--- config.mk ---
export PLATFORM = sky130hd
export DESIGN_NAME = memory
export DESIGN_NICKNAME = d
export VERILOG_FILES = /design/src/rtl/memory_pkg.sv /design/src/rtl/memory_array.sv /design/src/rtl/memory.sv
export SDC_FILE = /design/constraint.sdc
export NUM_CORES = 2
export LEC_CHECK = 0
export ABC_CLOCK_PERIOD_IN_PS = 3000
export CORE_UTILIZATION = 45
export CTS_BUF_LIST = sky130_fd_sc_hd__clkbuf_8
export DETAILED_ROUTE_END_ITERATION = 8
export GPL_ROUTABILITY_DRIVEN = 0
export SLEW_MARGIN = 20
export SYNTH_ARGS = -nofsm -noshare
export SYNTH_HDL_FRONTEND = slang
export SYNTH_HIERARCHICAL = 1
export SYNTH_SLANG_ARGS = --single-unit
export TNS_END_PERCENT = 20
--- constraint.sdc ---
create_clock -name clock -period 3 [get_ports clock]
set_input_delay 0.9 -clock clock [delete_from_list [all_inputs] [get_ports clock]]
set_output_delay 0.9 -clock clock [all_outputs]
set_load 0.02 [all_outputs]
--- src/rtl/memory_pkg.sv ---
// rtl/memory_pkg.sv - shared widths, depth and word/address types for the RAM
package memory_pkg;

  localparam int ADDR_WIDTH = 8;
  localparam int DATA_WIDTH = 8;
  localparam int DEPTH      = 2 ** ADDR_WIDTH;

  typedef logic [ADDR_WIDTH-1:0] addr_t;
  typedef logic [DATA_WIDTH-1:0] data_t;

endpackage

--- src/rtl/memory_array.sv ---
// rtl/memory_array.sv - storage array with write port, whole-array clear and async read tap
module memory_array
  import memory_pkg::*;
#(
  parameter int AW = ADDR_WIDTH,
  parameter int DW = DATA_WIDTH
) (
  input  logic          clock,
  input  logic          reset,
  input  logic          wr_en,
  input  logic [AW-1:0] address,
  input  logic [DW-1:0] data_in,
  output logic [DW-1:0] rd_data
);

  localparam int WORDS = 2 ** AW;

  logic [DW-1:0] mem [WORDS];

  // Reset clears every word and wins over a simultaneous write; otherwise store on request
  always_ff @(posedge clock) begin
    if (reset) begin
      for (int i = 0; i < WORDS; i++) begin
        mem[i] <= '0;
      end
    end else if (wr_en) begin
      mem[address] <= data_in;
    end
  end

  // Read tap is combinational; the top registers it only on read cycles
  assign rd_data = mem[address];

endmodule

--- src/rtl/memory.sv ---
// rtl/memory.sv - single-port synchronous RAM with registered read data
module memory
  import memory_pkg::*;
#(
  parameter int AW = ADDR_WIDTH,
  parameter int DW = DATA_WIDTH
) (
  input  logic          clock,
  input  logic          reset,
  input  logic          enable,
  input  logic          write,
  input  logic [AW-1:0] address,
  input  logic [DW-1:0] data_in,
  output logic [DW-1:0] data_out
);

  logic          wr_en;
  logic          rd_en;
  logic [DW-1:0] rd_data;

  assign wr_en = enable & write;
  assign rd_en = enable & ~write;

  memory_array #(
    .AW (AW),
    .DW (DW)
  ) u_array (
    .clock   (clock),
    .reset   (reset),
    .wr_en   (wr_en),
    .address (address),
    .data_in (data_in),
    .rd_data (rd_data)
  );

  // Output register: cleared by reset, loaded only on read cycles, held on writes and idle
  always_ff @(posedge clock) begin
    if (reset) begin
      data_out <= '0;
    end else if (rd_en) begin
      data_out <= rd_data;
    end
  end

endmodule

==> impl_metrics.py <==
metrics = {
    "sta": {
        "tightest_slew_ns": 0.727,
        "fmax_ghz": 0.331,
        "slew-limit-headroom": 0.516,
        "fin_ws_ns": -0.0249,
        "drv_slew": 0,
        "rsz0062_at_grt": "true",
        "setup_viol_count_final": 1,
        "period_minus_slack_ns": 3.02,
        "skew_ns": 0.101,
        "final.period_utilization": 1.01,
        "hold_viol": 0,
    },
    "worst_setup_path": {
        "startpoint_type": "input port",
        "rrSetupSlack_ns": 0.27,
        "endpoint_kind": "flip-flop",
        "worstSetupPathType": "in2reg",
        "worstReg2RegEnd": "data_out[3]",
        "critPathSlowestCell": "o41ai_2",
        "cp_top_family": "buffers and inverters",
        "cp_slowest_stage_delay_ns": 0.58,
        "critical_path_required_ns": 3.96,
        "cp_max_fo": 33,
        "cp_data_arrival_time_ns": 3.99,
        "cpMostUsedCell": "buf_4",
        "path_buf_inv": 5,
        "r2r_start": "u_array/mem[175][3]",
        "rr_worst_depth": 7,
        "path_cells": "clkdlybuf4s50_1 -> buf_4 -> nor2b_4 -> buf_12 -> buf_4 -> a22oi_1 -> a21oi_1 -> o41ai_2 -> buf_4 -> nand4_1 -> nand4bb_1 -> o21ai_1",
    },
    "yosys": {
        "ys_top_cells_by_area": "edfxtp_1 65%, and3_1 12%, mux4_2 12%",
        "avgSynthCellArea_sq_um": 15.1,
        "ys_types": 31,
        "ys_seq_area_frac": 0.649,
        "yosysTopAreaCellShare": 0.647,
        "netlist_instances": 6302,
        "ys_seq_elements": 2056,
        "yosysWarnings": 6,
        "yosysTopAreaCell": "edfxtp_1",
        "syn-num-nets": 6322,
        "synth_area_sq_mm": 0.0951,
    },
    "floorplan": {
        "boundaryPins": 28,
        "rows": 168,
        "die_h_microns": 462,
        "core_sq_mm": 0.210,
        "initial_utilization": 0.453,
        "die-area_sq_mm": 0.213,
        "die_w_microns": 462,
    },
    "cells_and_area": {
        "post-route-cell-area_sq_mm": 0.115,
        "nFillCells": 16937,
        "num-nets-final": 7042,
        "final_core_util": 0.547,
        "final_cells": 10087,
        "drive_above_1_share": 0.309,
        "area_growth_pct": 20.6,
    },
    "drt": {
        "routed_wl_microns": 283000,
        "drc": 0,
        "post_drt_wl_per_cell_microns": 28.1,
        "vias_per_cell": 6.09,
        "postRouteAntennaNets": 0,
        "drt_iter0_markers": 7232,
        "drt_first_pass_iters": 7,
        "vias": 61387,
    },
    "outcome": {
        "status": "finished, violations left",
        "violations": "setup timing",
    },
    "global_route": {
        "overflow": 0,
        "grt_max_degree": 88,
        "grt_pass1_vias": 62097,
        "grt_usage": 0.265,
        "antenna_found_initial": 15,
        "grt_pass1_wl_microns": 417000,
    },
    "clocking": {
        "ctsHtreeMaxLevel": 5,
        "clk_latency_ns": 1.07,
        "clock_sinks": 2056,
        "cts_tree": "done",
        "numCtsBuffers": 361,
        "post_cts_buffers": 0,
        "clkTransAtPathRegs_ns": 0.06,
        "clk_path_buf_depth": 4,
        "root_buffer": "clkbuf_8",
    },
    "flow_run": {
        "max_cap_violations": 0,
    },
    "power": {
        "clkPwrFrac": 0.374,
        "switching_share": 0.240,
        "p_int_w": 0.0478,
        "p_per_area_mw_per_mm2": 548,
        "p_leak_nw": 48.4,
        "p_switching_w": 0.0151,
        "seq_power_share": 0.531,
        "ir_worst_vdd_uv": 514,
        "pwr-share-comb": 0.094,
    },
    "hold_path": {
        "hold_depth": 2,
        "hp-class": "in2reg",
        "hp-start": "data_in[4]",
        "hold-path-endpoint": "u_array/mem[239][4]",
    },
    "place": {
        "dpl_cell_area_sq_mm": 0.108,
        "port_buffers": 27,
        "hpwl_microns": 187000,
        "place_ws_ns": -1.48,
        "dp_cells": 9464,
    },
}
power by group through the flow:
stage | logic [W] | registers, W | clock network, W
after floorplan | 0.00295 | 0.0337 | 0
after global placement | 0.00582 | 0.0339 | 0
after detailed placement | 0.00586 | 0.0340 | 0
after CTS | 0.00588 | 0.0334 | 0.0239
after global routing | 0.00616 | 0.0335 | 0.0251
final | 0.00592 | 0.0334 | 0.0235
what timing repair did:
item / in CTS / in global routing
hold endpoints to repair: 0 / 0
hold buffers: 0 / 0
gates resized for setup: 18 / 12
gates cloned: 0 / 0
endpoints found under the setup margin: 14 / 8
worst reg2reg max path: stages, from the launching register on:
cell and delay, ns:
edfxtp_1 0.41, mux4_2 0.50, a22oi_1 0.28, a21oi_1 0.29
o41ai_2 0.73, nand4_1 0.18, nand4bb_1 0.16, o21ai_1 0.09
registers in the layout, indices dropped and copies added (netlist names):
signal,count
u_array/mem,2048
data_out,8
cell usage in the layout, fill, tap and decap left out, types with 31 or more instances in the layout:
cell type / netlist / final
edfxtp_1: 2048 / 2048
and3_1: 1882 / 1880
buf_4: 26 / 949
mux4_2: 512 / 512
clkbuf_8: 0 / 370
buf_12: 0 / 272
a22oi_1: 256 / 254
a21o_1: 233 / 233
and2_1: 170 / 169
a21oi_1: 128 / 127
inv_1: 0 / 110
clkinv_1: 0 / 89
clkinv_2: 0 / 31
layout make-up:
| type | count | area [sq um] | share of cell area |
|---|---|---|---|
| Timing Repair Buffer | 1249 | 12900 | 0.112 |
| Sequential cell | 2056 | 61700 | 0.538 |
| Multi-Input combinational cell | 3354 | 30300 | 0.264 |
| Antenna cell | 7 | 17.5 | 0.000153 |
| Clock buffer | 368 | 5060 | 0.0442 |
| Clock inverter | 248 | 1260 | 0.0110 |
| Tap cell | 2805 | 3510 | 0.0306 |
logic make-up after synthesis:
logic type,count (synthesis),share of synthesized area
buffers and inverters,892,0.0374
flip-flops,2056,0.649
AND/OR/NAND/NOR,2183,0.144
multiplexers,512,0.121
AO/OA/AOI/OAI,659,0.0490
stage by stage:
step	hold WS, ns	setup TNS [ns]	total power, W
5_1_grt	0.276	-0.0236	0.0648
4_1_cts	0.235	0	0.0632
3_3_place_gp	0.468	-881.17	0.0397
6_report	0.343	-0.0249	0.0628
2_1_floorplan	0.540	0	0.0367
3_5_place_dp	0.473	-934.40	0.0398
worst max-delay path by stage:
stage               startpoint     endpoint  depth (start not counted)
global placement    address[0]  data_out[3]                         13
global route        address[2]  data_out[1]                         12
CTS                 address[0]  data_out[3]                         13
detailed placement  address[0]  data_out[3]                         13
floorplan           address[1]  data_out[2]                         11
finish              address[2]  data_out[1]                         12
per-layer routing:
layer | GRT usage | vias up | wire, microns | part of all wire
li1 | - | 26392 | - | -
met1 | 0.366 | 31801 | 116000 | 0.41
met2 | 0.421 | 2710 | 135000 | 0.48
met3 | 0.0429 | 482 | 21800 | 0.077
met4 | 0.103 | 2 | 10600 | 0.037
met5 | 0 | - | 13 | 0.000046
synthesized netlist by cell type (all sizes together):
| cell type | count |
|---|---|
| mux4 | 512 |
| nor2b | 8 |
| nand4bb | 8 |
| dfxtp | 8 |
| clkbuf | 776 |
| a21oi | 128 |
| a22oi | 256 |
| and2b | 1 |
| o41ai | 32 |
| o21bai | 2 |
| buf | 116 |
| edfxtp | 2048 |
| nor4 | 3 |
| nand2b | 17 |
| nor2 | 25 |
| nand4 | 10 |
| and2 | 171 |
| o21ai | 8 |
| nand3 | 2 |
| nand2 | 9 |
| and3 | 1882 |
| a21o | 233 |
| or2 | 24 |
| nor3 | 23 |
(Power assumes the default switching activity.)
